<file path="src/rtl/seq_playback_ctrl_pkg.sv">
// Shared types and constants for the sequence playback controller.
package seq_playback_ctrl_pkg;

  typedef enum logic [2:0] {
    StIdle,
    StFetch,
    StLatch,
    StShow,
    StGap,
    StDone
  } state_e;

  typedef logic [1:0] color_t;

  localparam color_t ColorRed    = 2'b00;
  localparam color_t ColorGreen  = 2'b01;
  localparam color_t ColorBlue   = 2'b10;
  localparam color_t ColorYellow = 2'b11;

  // Lamp vector ordered {yellow, blue, green, red}.
  function automatic logic [3:0] color_onehot(color_t c);
    logic [3:0] oh;
    oh = 4'b0000;
    unique case (c)
      ColorRed:    oh = 4'b0001;
      ColorGreen:  oh = 4'b0010;
      ColorBlue:   oh = 4'b0100;
      ColorYellow: oh = 4'b1000;
      default:     oh = 4'b0000;
    endcase
    return oh;
  endfunction

  function automatic int unsigned max3(int unsigned a, int unsigned b, int unsigned c);
    int unsigned m;
    m = (a > b) ? a : b;
    return (m > c) ? m : c;
  endfunction

endpackage

</file>
<file path="src/rtl/seq_step_timer.sv">
// Loadable down-counter with a zero flag; times both the SHOW and GAP phases.
module seq_step_timer #(
  parameter int unsigned Width = 3
) (
  input  logic             clk,
  input  logic             rst_n,
  input  logic             load_i,
  input  logic [Width-1:0] load_val_i,
  output logic             zero_o
);

  logic [Width-1:0] cnt_q;

  // Load has priority; otherwise count down and park at zero.
  always_ff @(posedge clk or negedge rst_n) begin
    if (!rst_n) begin
      cnt_q <= '0;
    end else if (load_i) begin
      cnt_q <= load_val_i;
    end else if (cnt_q != '0) begin
      cnt_q <= cnt_q - Width'(1);
    end
  end

  assign zero_o = (cnt_q == '0);

endmodule

</file>
<file path="src/rtl/seq_playback_ctrl.sv">
// Plays back a stored color sequence on four lamps, one step at a time.
// Optional build macro SEQ_PLAYBACK_STEP_OUT_EN adds the step_o index output.
// COLOR_CODEFY_W must be at least 2; only the low two bits select a lamp.
module seq_playback_ctrl
  import seq_playback_ctrl_pkg::*;
#(
  parameter int unsigned COLOR_CODEFY_W = 2,
  parameter int unsigned ADDR_WIDTH     = 5,
  parameter int unsigned ON_SLOW        = 8,
  parameter int unsigned ON_FAST        = 4,
  parameter int unsigned GAP_CYC        = 2
) (
  input  logic                      clk,
  input  logic                      rst_n,
  input  logic                      start_i,
  input  logic                      abort_i,
  input  logic [ADDR_WIDTH-1:0]     play_len_i,
  input  logic                      speed_i,
  output logic [ADDR_WIDTH-1:0]     mem_addr_o,
  input  logic [COLOR_CODEFY_W-1:0] mem_rdata_i,
  output logic                      led_red_o,
  output logic                      led_green_o,
  output logic                      led_blue_o,
  output logic                      led_yellow_o,
  output logic                      busy_o,
  output logic                      done_o
`ifdef SEQ_PLAYBACK_STEP_OUT_EN
  ,
  output logic [ADDR_WIDTH-1:0]     step_o
`endif
);

  localparam int unsigned TmrMax = max3(ON_SLOW, ON_FAST, GAP_CYC);
  localparam int unsigned TmrW   = (TmrMax > 1) ? $clog2(TmrMax) : 1;

  // The timer holds "cycles remaining after this one", hence the minus one.
  localparam logic [TmrW-1:0] OnSlowM1 = TmrW'(ON_SLOW - 1);
  localparam logic [TmrW-1:0] OnFastM1 = TmrW'(ON_FAST - 1);
  localparam logic [TmrW-1:0] GapM1    = TmrW'(GAP_CYC - 1);

  state_e                    state_q;
  logic [ADDR_WIDTH-1:0]     idx_q;
  logic [ADDR_WIDTH-1:0]     len_q;
  logic                      speed_q;
  logic [COLOR_CODEFY_W-1:0] color_q;

  logic            tmr_load;
  logic [TmrW-1:0] tmr_val;
  logic            tmr_zero;
  logic [3:0]      led_vec;

  seq_step_timer #(
    .Width (TmrW)
  ) u_timer (
    .clk        (clk),
    .rst_n      (rst_n),
    .load_i     (tmr_load),
    .load_val_i (tmr_val),
    .zero_o     (tmr_zero)
  );

  // Timer reload: on-count entering SHOW, gap count entering GAP, cleared on abort.
  always_comb begin
    tmr_load = 1'b0;
    tmr_val  = '0;
    if (abort_i) begin
      tmr_load = 1'b1;
    end else if (state_q == StLatch) begin
      tmr_load = 1'b1;
      tmr_val  = speed_q ? OnFastM1 : OnSlowM1;
    end else if ((state_q == StShow) && tmr_zero) begin
      tmr_load = 1'b1;
      tmr_val  = GapM1;
    end
  end

  // Playback sequencer; abort overrides every state including a pending start.
  always_ff @(posedge clk or negedge rst_n) begin
    if (!rst_n) begin
      state_q <= StIdle;
      idx_q   <= '0;
      len_q   <= '0;
      speed_q <= 1'b0;
      color_q <= '0;
    end else if (abort_i) begin
      state_q <= StIdle;
    end else begin
      case (state_q)
        StIdle: begin
          if (start_i) begin
            state_q <= StFetch;
            idx_q   <= '0;
            len_q   <= play_len_i;
            speed_q <= speed_i;
          end
        end
        StFetch: state_q <= StLatch;
        StLatch: begin
          color_q <= mem_rdata_i;
          state_q <= StShow;
        end
        StShow: begin
          if (tmr_zero) state_q <= StGap;
        end
        StGap: begin
          if (tmr_zero) begin
            if (idx_q == len_q) begin
              state_q <= StDone;
            end else begin
              idx_q   <= idx_q + ADDR_WIDTH'(1);
              state_q <= StFetch;
            end
          end
        end
        StDone:  state_q <= StIdle;
        default: state_q <= StIdle;
      endcase
    end
  end

  assign led_vec      = (state_q == StShow) ? color_onehot(color_t'(color_q[1:0])) : 4'b0000;
  assign led_red_o    = led_vec[0];
  assign led_green_o  = led_vec[1];
  assign led_blue_o   = led_vec[2];
  assign led_yellow_o = led_vec[3];
  assign busy_o       = (state_q != StIdle);
  assign done_o       = (state_q == StDone);
  assign mem_addr_o   = busy_o ? idx_q : '0;

`ifdef SEQ_PLAYBACK_STEP_OUT_EN
  assign step_o = busy_o ? idx_q : '0;
`else
  // Step index stays internal; mem_addr_o already carries it during playback.
`endif

endmodule

</file>
<file path="config.mk">
export PLATFORM = sky130hd
export DESIGN_NAME = seq_playback_ctrl
export DESIGN_NICKNAME = d
export VERILOG_FILES = /design/src/rtl/seq_playback_ctrl_pkg.sv /design/src/rtl/seq_step_timer.sv /design/src/rtl/seq_playback_ctrl.sv
export SDC_FILE = /design/constraint.sdc
export NUM_CORES = 1
export LEC_CHECK = 0
export CORE_MARGIN = 2
export CORE_UTILIZATION = 35
export CTS_CLUSTER_DIAMETER = 30
export DETAILED_ROUTE_END_ITERATION = 10
export GPL_TIMING_DRIVEN = 0
export PLACE_DENSITY_LB_ADDON = 0.3
export SETUP_SLACK_MARGIN = 0.15
export SLEW_MARGIN = 20
export SYNTH_ARGS = -nofsm -noshare
export SYNTH_HDL_FRONTEND = slang
export SYNTH_HIERARCHICAL = 1
export SYNTH_SLANG_ARGS = --single-unit
</file>
<file path="constraint.sdc">
create_clock -name clk -period 1.8 [get_ports clk]
set_clock_uncertainty 0.15 [all_clocks]
set_input_delay 0.36 -clock clk [delete_from_list [all_inputs] [get_ports clk]]
set_output_delay 0.36 -clock clk [all_outputs]
set_load 0.01 [all_outputs]
</file>
* Yosys cells after proc, flatten, opt, wreduce, memory -nomap -nowiden
Cells that the tools add are included.
Storage, ports and cells: bits in registers 19, bits of input ports 12, output and inout port bits 11, logic and storage cells 58
Cells by class: add/subtract/negate cells 2, equality and inequality tests 15, muxes and demuxes 22, bitwise gates (word level) 1, reductions and logical operators 12
Operator list (number):
- $mux 3 | 10
- $mux 5 | 4
- $pmux 4 s4 | 1
- $pmux 3 s5 | 1
- $pmux 5 s2 | 1
- $ne 3x3->1 const B | 3
- $eq 3x2->1 const B | 2
- $eq 3x3->1 const B | 2
- $logic_not 3->1 | 2
- $ne 2x2->1 const B | 3
- $reduce_and 3->1 | 2
- $reduce_bool 3->1 | 2
- $add 5x1->5 const B | 1
- $eq 5x5->1 | 1
- $reduce_and 5->1 | 1
- $eq 2x2->1 const B | 2
- $mux 1 | 4
- $mux 4 | 1
- $reduce_bool 2->1 | 2
- $eq 3x1->1 const B | 1
- $sub 3x1->3 const B | 1
- $eq 2x1->1 const B | 1
- $logic_not 2->1 | 1
- $reduce_and 2->1 | 1
- other kinds (2) | 2

* Logic depth before layout (Yosys ltp)
Gate-level depths: netlist (run 1).
word-level depth 6, depth in mapped cells 8, mapped depth without buffers 8

* By module
Netlist (run 1), hierarchy kept.
By module, submodules not included:
- seq_playback_ctrl | times used 1, cells an instance 98, area each 1029.7 µm², sequential area each 400.4 µm²
- seq_step_timer | times used 1, cells an instance 21, area each 200.2 µm², sequential area each 75.1 µm²

* Worst setup path before layout (run 1)
OpenSTA, ideal clock, no wires.
path type register -> register, from reg u_timer.cnt_q[0], to reg idx_q[0], setup time 125 ps, data arrival time 1613 ps, required time 1525 ps, path slack -88 ps, cell stages (with the launch flop) 9, path buffers 0, period minus slack after synthesis 1888 ps, cells stage by stage dfrtp_1 inv_1 ha_1 nand2b_1 inv_1 mux2i_1 nor4_4 o21a_4 mux2_4
On the way: cells in the longest elaborated chain, start to end 3
Ends and longest elaborated chain:
- start, declared | RTL line seq_step_timer.sv:12 | logic [Width-1:0] cnt_q;
- start signal, assigned | RTL line seq_step_timer.sv:19 | cnt_q <= load_val_i;
- start signal, assigned | RTL line seq_step_timer.sv:21 | cnt_q <= cnt_q - Width'(1);
- $logic_not 3->1 | RTL line seq_step_timer.sv:25 | assign zero_o = (cnt_q == '0);
- via tmr_zero | RTL line seq_playback_ctrl.sv:49 | logic tmr_zero;
- $ne 2x2->1 (no source line)
- $reduce_and 5->1 (no source line)
- end signal, assigned | RTL line seq_playback_ctrl.sv:110 | idx_q <= idx_q + ADDR_WIDTH'(1);
- end, declared | RTL line seq_playback_ctrl.sv:42 | logic [ADDR_WIDTH-1:0] idx_q;
The timed path passes the listed nets, and every way through them passes these cells. A chain may end at the register's enable or synchronous reset.

* Worst setup path after layout (run 1)
from reg state_q[2], to out mem_addr_o[3]
On the way: cells in the longest elaborated chain, start to end 2
Ends and longest elaborated chain:
- start, declared | RTL line seq_playback_ctrl.sv:41 | state_e state_q;
- start signal, assigned | RTL line seq_playback_ctrl.sv:80 | state_q <= StIdle;
- start signal, assigned | RTL line seq_playback_ctrl.sv:86 | state_q <= StIdle;
- start signal, assigned | RTL line seq_playback_ctrl.sv:91 | state_q <= StFetch;
- $reduce_bool 3->1 | RTL line seq_playback_ctrl.sv:126 | assign busy_o = (state_q != StIdle);
- $mux 5 | RTL line seq_playback_ctrl.sv:128 | assign mem_addr_o = busy_o ? idx_q : '0;
- end, declared | RTL line seq_playback_ctrl.sv:19 | output logic [ADDR_WIDTH-1:0] mem_addr_o,
No other way between the ends.

==> metrics.cfg, run 1 <==
[floorplanning]
fp.dieW_um = 63.28
ios = 23
dieArea_sq_um = 4004
die_y_um = 63.28
rows = 21
start_util = 0.3657
core_area_sq_um = 3363

[sta]
max_slew.worst_pin.slew_ps = 931.6
hold_viol_final = 0
fin_crit_sh = 1.136
max_freq_mhz = 489.2
fin_crit_ps = 2044
drv_slew = 0
rsz0062_at_grt = yes
max-slew-margin-rel = 0.3770
setup_viol = 16
finalWorstSetupSlack_ps = -244.0

[cells_and_area]
fillerInstances = 270
nets = 200
antenna_cells = 0
final_cells = 230
final_common_cell = buf_4
area_growth_pct = 69.38
drive_gt1_frac = 0.5815
layout_common_cells = buf_4 (25), buf_6 (18), dfrtp_1 (16)

[power]
internal_power_mw = 1.183
powerDensity_nw_per_um2 = 882.7
p_sw_frac = 0.3564
p_leak_nw = 0.9269
power_switching_mw = 0.6554
seq_power_share = 0.343
pwr-share-comb = 0.523
ir_drop_uv = 572.2
total_power_mw = 1.839
power.share.clock = 0.134

[placement]
io_buffers = 22
dpl.hpwl_um = 1866
placed_cells = 187
finalWeightedCongestion = 0.7948

[critical_path]
slowest_delay_ps = 420
crit_family = flip-flops
crit_fanout = 3
worstPathCellList = buf_6 -> nor3_4 -> buf_6 -> and2b_1 -> buf_2
critPathKind = reg -> out
start_kind = flop
endpoint_kind = output pin
crit_top_cell = buf_6
crit_path_top_delay_cell = dfrtp_1
cp_data_arrival_time_ps = 1530
cp_data_required_time_ps = 1290
critical_path_buf_inv_count = 3

[yosys]
synth_area_sq_um = 1230
netlist_instances = 119
synth_warnings = 6
ys_seq_elements = 19
synth-async-reset-ratio = 1.000
synth_edf_count = 0
synth_nets = 134
avgSynthCellArea_sq_um = 10.34
ys_seq_area_frac = 0.3866
synth_flop_cell = dfrtp_1
synth_cell_types = 42

[drt]
drc = 0
route.vias.total = 1170
drtPass1Iterations = 4
ant_nets = 0
drt_iter0_drc = 34
via_per_inst = 5.087
routed_wl_um = 3688
detail_route.wl_per_cell_um = 16.03

[global_route]
track_usage = 0.1743
grt_pass1_vias = 1203
grt_pass1_wl_um = 5451
gr-total-overflow = 0
antenna_found_initial = 0
grt_max_degree = 20

[outcome]
violations = negative setup slack
run_status = finished with violations

[clock_network]
clockBufferDepth = 2
cts_buffers = 3
root_buffer = clkbuf_4
numClockSinks = 19
htree_levels = 1
cts_tree = yes
clock_latency_ps = 340
postCtsHoldBufs = 0
clkTransAtPathRegs_ps = 130

[flow_run]
drv_cap = 0

[min_path]
worst_hold_path_type = in -> async

flip-flops by register name, summed over array words and instances, names as in the netlist:
name,cells
state_q,3
speed_q,1
idx_q,5
u_timer/cnt_q,3
len_q,5
color_q,2
repair_timing:
action / in CTS / in global routing
buffers inserted: 24 / 15
setup endpoints to repair: 29 / 29
resized for setup: 86 / 28
hold endpoints to repair: 0 / 0
pin swaps: 9 / 14
power by group through the flow:
| stage | Sequential [mW] | Combinational (mW) | Clock (mW) |
|---|---|---|---|
| after floorplan | 0.602 | 0.341 | 0 |
| final | 0.631 | 0.962 | 0.246 |
| after CTS | 0.615 | 0.720 | 0.234 |
| after detailed placement | 0.625 | 0.455 | 0 |
| after global routing | 0.645 | 1.03 | 0.269 |
| after global placement | 0.618 | 0.438 | 0 |
worst paths after layout:
check,start,endpoint,slack [ps],cells past startpoint
hold reg to reg,speed_q,speed_q,380,1
min in group clk,speed_q,speed_q,380,1
max in group asynchronous,rst_n,state_q[0],470,1
setup reg to reg,state_q[2],idx_q[0],-200,7
setup / recovery,state_q[2],mem_addr_o[3],-240,5
hold / removal,rst_n,idx_q[1],370,1
per-stage QoR:
stage	hold slack (ps)	utilization	setup TNS, ps	worst slack (ps)	cell area, sq um
after floorplan	-85.59	-	-61.66	-61.66	1251
after global placement	347.2	0.4546	-6532	-425.8	1529
after detailed placement	354.0	0.4546	-6745	-409.6	1529
after CTS	383.6	0.5487	-1759	-206.4	1846
after global routing	409.1	0.6194	-4147	-330.0	2083
final	368.4	0.6194	-2759	-244.0	2083
final cells by class:
| class | instances | area, sq um | area share |
|---|---|---|---|
| tap | 46 | 57.56 | 0.02763 |
| inverter | 10 | 47.55 | 0.02282 |
| clock buffer | 4 | 26.28 | 0.01261 |
| timing repair buffer | 61 | 523.0 | 0.2511 |
| multi-input combinational | 87 | 912.1 | 0.4378 |
| buffer | 3 | 37.54 | 0.01802 |
| sequential | 19 | 479.2 | 0.2300 |
synthesized netlist by cell type (3+ instances only):
| master | instances | share of area |
|---|---|---|
| nor3_1 | 3 | 0.012 |
| nand2b_1 | 3 | 0.015 |
| nand3_1 | 3 | 0.012 |
| inv_1 | 10 | 0.031 |
| a31oi_1 | 3 | 0.015 |
| o211ai_1 | 3 | 0.018 |
| dfrtp_1 | 19 | 0.39 |
| nor2_1 | 11 | 0.034 |
| nand2_1 | 5 | 0.015 |
| xnor2_1 | 5 | 0.036 |
| nor2b_1 | 6 | 0.031 |
| ha_1 | 3 | 0.031 |
| mux2_2 | 8 | 0.073 |
cells by family after synthesis:
group,after synthesis,share of synthesized area
adders and majority gates,3,0.03052
buffers and inverters,13,0.04679
DFF,19,0.3866
AOI/OAI and AO/OA,18,0.1211
xor gates and xnor gates,5,0.03560
muxes,11,0.1017
and+or+nand+nor,50,0.2777
layer usage:
metal	wire, um	track usage
met1	1468	0.2132
met5	0	0
met3	132	0.04643
met2	1993	0.2886
met4	94	0.07609
Note: power is estimated with default switching activity, not from simulation.
==> inputs of run 2 (changes only) <==
--- a/config.mk
+++ b/config.mk
@@ -11,6 +11,7 @@
 export DETAILED_ROUTE_END_ITERATION = 10
 export GPL_TIMING_DRIVEN = 0
 export PLACE_DENSITY_LB_ADDON = 0.3
+export RECOVER_POWER = 25
 export SETUP_SLACK_MARGIN = 0.15
 export SLEW_MARGIN = 20
 export SYNTH_ARGS = -nofsm -noshare
==> constraint.sdc (replaced) <==
create_clock -name clk -period 2 [get_ports clk]
set_clock_uncertainty 0.15 [all_clocks]
set_input_delay 0.4 -clock clk [delete_from_list [all_inputs] [get_ports clk]]
set_output_delay 0.4 -clock clk [all_outputs]
set_load 0.01 [all_outputs]
==> metrics.cfg, run 2 (synthesized netlist as in run 1, its figures left out) <==
[critical_path]
critPathKind = reg -> out
start_kind = flop
slowest_delay_ps = 440  ; +20 ps
crit_family = flip-flops
crit_fanout = 4  ; +1
endpoint_kind = output pin
crit_path_top_delay_cell = dfrtp_2
critical_path_buf_inv_count = 3  ; unchanged
cp_data_required_time_ps = 1450  ; +160 ps
worstPathCellList = buf_6 -> nor3_4 -> buf_4 -> and2b_1 -> buf_2
cp_data_arrival_time_ps = 1520  ; about the same

[sta]
fin_crit_ps = 2067
fin_tns_setup_ps = -214.5  ; +2544 ps
drv_slew = 0  ; unchanged
max_freq_mhz = 483.7
max-slew-margin-rel = 0.4057  ; +0.02867
fin_crit_sh = 1.034
finalWorstSetupSlack_ps = -67.26  ; +176.8 ps
max_slew.worst_pin.slew_ps = 888.5  ; -43.02 ps
rsz0062_at_grt = yes
setup_viol = 6  ; -10
hold_viol_final = 0  ; unchanged

[clock_network]
htree_levels = 1  ; unchanged
root_buffer = clkbuf_4
clock_latency_ps = 300  ; -40 ps
cts_buffers = 3  ; unchanged
cts_tree = yes
clkTransAtPathRegs_ps = 120  ; about the same
clockBufferDepth = 2  ; unchanged
postCtsHoldBufs = 0  ; unchanged
numClockSinks = 19  ; unchanged

[global_route]
antenna_found_initial = 0  ; unchanged
track_usage = 0.1739  ; -0.0003960
grt_max_degree = 20  ; unchanged
gr-total-overflow = 0  ; unchanged
grt_pass1_wl_um = 5388  ; -1.2%
grt_pass1_vias = 1152  ; -4.2%

[placement]
dpl.hpwl_um = 1929  ; +3.4%
io_buffers = 22  ; unchanged
place_ws_ps = -314.1  ; +95.45 ps
finalWeightedCongestion = 0.7798  ; -1.9%

[cells_and_area]
antenna_cells = 0  ; unchanged
area_growth_pct = 53.81
drive_gt1_frac = 0.5028  ; -0.07876
fillerInstances = 305  ; +13%
nets = 197  ; -1.5%
final_common_cell = buf_4
largestRegisters = idx_q: 5 flops, len_q: 5 flops
layout_common_cells = buf_4 (30), dfrtp_1 (17), buf_2 (11)

[power]
total_power_mw = 1.417  ; -23%
ir_drop_uv = 363.8  ; -36%
p_leak_nw = 0.8636  ; -6.8%
powerDensity_nw_per_um2 = 749.3  ; -15%

[drt]
via_per_inst = 5.026  ; -1.2%
drtPass1Iterations = 4  ; unchanged
drc = 0  ; unchanged
route.vias.total = 1141  ; -2.5%
detail_route.wl_per_cell_um = 14.44  ; -9.9%
ant_nets = 0  ; unchanged
routed_wl_um = 3279  ; -11%
drt_iter0_drc = 58  ; +71%

[outcome]
violations = negative setup slack
run_status = finished with violations

[floorplanning]
dieArea_sq_um = 4004  ; unchanged
rows = 21  ; unchanged
fp.dieW_um = 63.28  ; unchanged
die_y_um = 63.28  ; unchanged
core_area_sq_um = 3363  ; unchanged
start_util = 0.3657  ; unchanged
ios = 23  ; unchanged

[min_path]
worst_hold_path_type = reg -> reg

[flow_run]
drv_cap = 0  ; unchanged

[run 2: changes by cell type in the layout (fill, tap and decap cells not counted), moves of 2 or more]
cell and change:
buf_2 +2, a2bb2oi_1 +2, nor2_2 -3, buf_6 -9
nor2_1 +3, mux2_2 +4, a2bb2oi_2 -2, buf_4 +5
clkdlybuf4s50_1 -2, mux2_4 -4, inv_1 +2
[run 2: repair_timing]
item                                    4_1_cts  5_1_grt
gates resized for setup                      75        9
pin swaps                                     9        6
gates cloned                                  0        0
endpoints found under the setup margin       19       22
buffers inserted                             28        8
[run 2: power breakdown]
group | internal (mW) | leakage [nW] | switching, mW | total, mW
Clock | 0.0745 | 0.0177 | 0.128 | 0.202
Combinational | 0.386 | 0.607 | 0.276 | 0.662
Sequential | 0.472 | 0.238 | 0.0812 | 0.553
[run 2: worst paths after layout]
kind                       cells past startpoint       start          endpoint  slack [ps]
max                                            5  state_q[0]     mem_addr_o[3]         -70
min                                            1     speed_q           speed_q         370
max reg2reg                                    9  state_q[2]  u_timer/cnt_q[2]          20
min reg2reg                                    1     speed_q           speed_q         370
max in group asynchronous                      1       rst_n        state_q[0]         610
min in group asynchronous                      1       rst_n          idx_q[0]         500
[run 2: final cells by class]
| type | instances | area (sq um) | area share |
|---|---|---|---|
| clock inverters | 1 | 5.005 | 0.002646 |
| multi-input cells | 87 | 798.3 | 0.4220 |
| plain buffers | 3 | 33.78 | 0.01786 |
| inverters | 10 | 40.04 | 0.02116 |
| repair buffers | 58 | 456.7 | 0.2414 |
| well taps | 46 | 57.56 | 0.03042 |
| flip-flops and latches | 19 | 478.0 | 0.2526 |
| clock buffers | 3 | 22.52 | 0.01190 |
[run 2: per-layer routing]
layer	GRT usage	routed length (um)	vias up
met4	0.06250	64	0
met1	0.1993	1383	568
met2	0.3072	1714	24
met3	0.05000	116	6
li1	-	-	543
met5	0	0	-
[run 2: worst register-to-register path, delay by kind of cell (launching register included)]
kind                   cells  cell delay (ps)
buffers and inverters      4              540
and+or+nand+nor            4              680
AOI/OAI and AO/OA          1              130
DFF                        1              410
[run 2: per-stage QoR]
step | hold WS [ps] | cells | utilization | area (sq um)
2_1_floorplan | -45.59 | 119 | - | 1230
3_3_place_gp | 345.7 | 187 | 0.4483 | 1508
3_5_place_dp | 356.6 | 187 | 0.4483 | 1508
4_1_cts | 382.1 | 219 | 0.5331 | 1793
5_1_grt | 411.1 | 227 | 0.5625 | 1892
6_report | 374.7 | 227 | 0.5625 | 1892
==> inputs of run 3 (changes only) <==
==> constraint.sdc (replaced) <==
create_clock -name clk -period 2.04 [get_ports clk]
set_clock_uncertainty 0.15 [all_clocks]
set_input_delay 0.408 -clock clk [delete_from_list [all_inputs] [get_ports clk]]
set_output_delay 0.408 -clock clk [all_outputs]
set_load 0.01 [all_outputs]
==> metrics.cfg, run 3 (synthesized netlist as in run 1, its figures left out) <==
[outcome]
run_status = completed

[floorplanning]
core_area_sq_um = 3363  ; unchanged
start_util = 0.3657  ; unchanged
ios = 23  ; unchanged
fp.dieW_um = 63.28  ; unchanged
die_y_um = 63.28  ; unchanged
dieArea_sq_um = 4004  ; unchanged
rows = 21  ; unchanged

[placement]
dpl.hpwl_um = 1907  ; -1.2%
finalWeightedCongestion = 0.7652  ; -1.9%
place_ws_ps = -290.1  ; +24.02 ps
io_buffers = 22  ; unchanged

[drt]
drtPass1Iterations = 4  ; unchanged
drt_iter0_drc = 30  ; -48%
drc = 0  ; unchanged
detail_route.wl_per_cell_um = 14.23  ; -1.5%
ant_nets = 0  ; unchanged
routed_wl_um = 3130  ; -4.5%
via_per_inst = 5.077  ; +1.0%
route.vias.total = 1117  ; -2.1%

[critical_path]
rrSetupSlack_ps = 110  ; +90 ps
crit_cells = 6  ; +1
crit_path_top_delay_cell = dfrtp_2
crit_end = mem_addr_o[0]
critical_path_buf_inv_count = 4  ; +1
endpoint_kind = output pin
worst-r2r-cell-count = 8  ; -1
crit_top_cell = buf_6
worstPathCellList = buf_6 -> nor3_4 -> buf_4 -> buf_6 -> nor2b_1 -> buf_2
start_kind = flop
cp_data_arrival_time_ps = 1480  ; -40 ps
crit_start = state_q[1]
reg2reg_from = state_q[1]
critPathKind = reg -> out
reg2reg_to = idx_q[2]
crit_fanout = 4  ; unchanged
crit_family = buffers and inverters
cp_data_required_time_ps = 1480  ; +30 ps
slowest_delay_ps = 430  ; about the same

[sta]
max-slew-margin-rel = 0.4330  ; +0.02734
hold_viol_final = 0  ; unchanged
setup_viol = 0  ; -6
max_slew.worst_pin.slew_ps = 847.8  ; -40.73 ps
fin_crit_sh = 0.9995
rsz0062_at_grt = yes
finalWorstSetupSlack_ps = 0.9570  ; +68.22 ps
fin_crit_ps = 2039
drv_slew = 0  ; unchanged
max_freq_mhz = 490.4

[min_path]
worst_hold_path_type = reg -> reg

[cells_and_area]
layout_common_cells = buf_4 (23), dfrtp_1 (17), buf_6 (10), nor2_1 (10), clkdlybuf4s50_1 (10)
fillerInstances = 321  ; +5.2%
final_core_util = 0.5536  ; -0.008929
area_growth_pct = 51.37
register_area_sq_um = 478.0  ; unchanged
multi_input_area_sq_um = 810.8  ; +1.6%
drive_gt1_frac = 0.5057  ; +0.002985
largestRegisters = idx_q: 5 flops, len_q: 5 flops
antenna_cells = 0  ; unchanged
nets = 190  ; -3.6%
final_common_cell = buf_4

[global_route]
grt_max_degree = 20  ; unchanged
track_usage = 0.1598  ; -0.01402
grt_pass1_vias = 1090  ; -5.4%
gr-total-overflow = 0  ; unchanged
antenna_found_initial = 0  ; unchanged
grt_pass1_wl_um = 5057  ; -6.1%

[flow_run]
drv_cap = 0  ; unchanged

[clock_network]
clkTransAtPathRegs_ps = 110  ; about the same
htree_levels = 1  ; unchanged
cts_tree = yes
root_buffer = clkbuf_4
numClockSinks = 19  ; unchanged
clockBufferDepth = 2  ; unchanged
clock_latency_ps = 300  ; about the same
postCtsHoldBufs = 0  ; unchanged
cts_buffers = 3  ; unchanged

[power]
ir_drop_uv = 428.7  ; +18%
p_leak_nw = 0.8407  ; -2.6%
powerDensity_nw_per_um2 = 747.2  ; -0.27%

run 3: worst min path at each step:
stage             from         end  slack (ps)  cells after the start
4_1_cts        speed_q     speed_q         380                      1
6_report       speed_q     speed_q         370                      1
5_1_grt        speed_q     speed_q         410                      1
2_1_floorplan    rst_n  color_q[0]         -40                      0
3_3_place_gp   speed_q     speed_q         350                      1
3_5_place_dp   speed_q     speed_q         350                      1
run 3: repair_timing:
| action | 4_1_cts | 5_1_grt |
|---|---|---|
| gates resized for setup | 63 | 23 |
| endpoints found under the setup margin | 19 | 22 |
| hold endpoints to repair | 0 | 0 |
| pin swaps | 6 | 13 |
| setup buffers | 22 | 7 |
run 3: layout make-up:
cell class                 instances  share of cell area
clock buffer                       3             0.01210
sequential                        19              0.2567
multi-input combinational         87              0.4355
clock inverter                     1            0.002688
tap                               46             0.03091
inverter                          10             0.02151
timing repair buffer              51              0.2224
buffer                             3             0.01815
run 3: routing by layer:
layer  part of all wire  global-route usage  routed length, um  vias up
met3              0.038             0.04286                118        7
li1                   -                   -                  -      531
met5                  0                   0                  0        -
met4              0.016             0.04620                 50        0
met2               0.55              0.2872               1710       25
met1               0.40              0.1858               1251      554
run 3: through the flow:
stage          cells  setup TNS [ps]  area (sq um)  hold WS [ps]  power (mW)
2_1_floorplan    119               0          1230        -37.59      0.8173
4_1_cts          213               0          1719         375.7       1.305
3_5_place_dp     187           -2194          1508         348.7      0.9328
5_1_grt          220          -407.1          1862         406.1       1.490
3_3_place_gp     187           -1745          1508         345.4      0.9140
6_report         220               0          1862         370.5       1.391
run 3: worst reg2reg max path, delay by kind of cell (launching register included):
kind                   cells  cell delay (ps)
buffers and inverters      5              610
and+or+nand+nor            2              550
DFF                        1              430
AOI/OAI and AO/OA          1              150
run 3: power breakdown:
part	internal [mW]	switching, mW
registers	0.463	0.0782
logic	0.383	0.275
clock network	0.0731	0.119
total	0.919	0.472
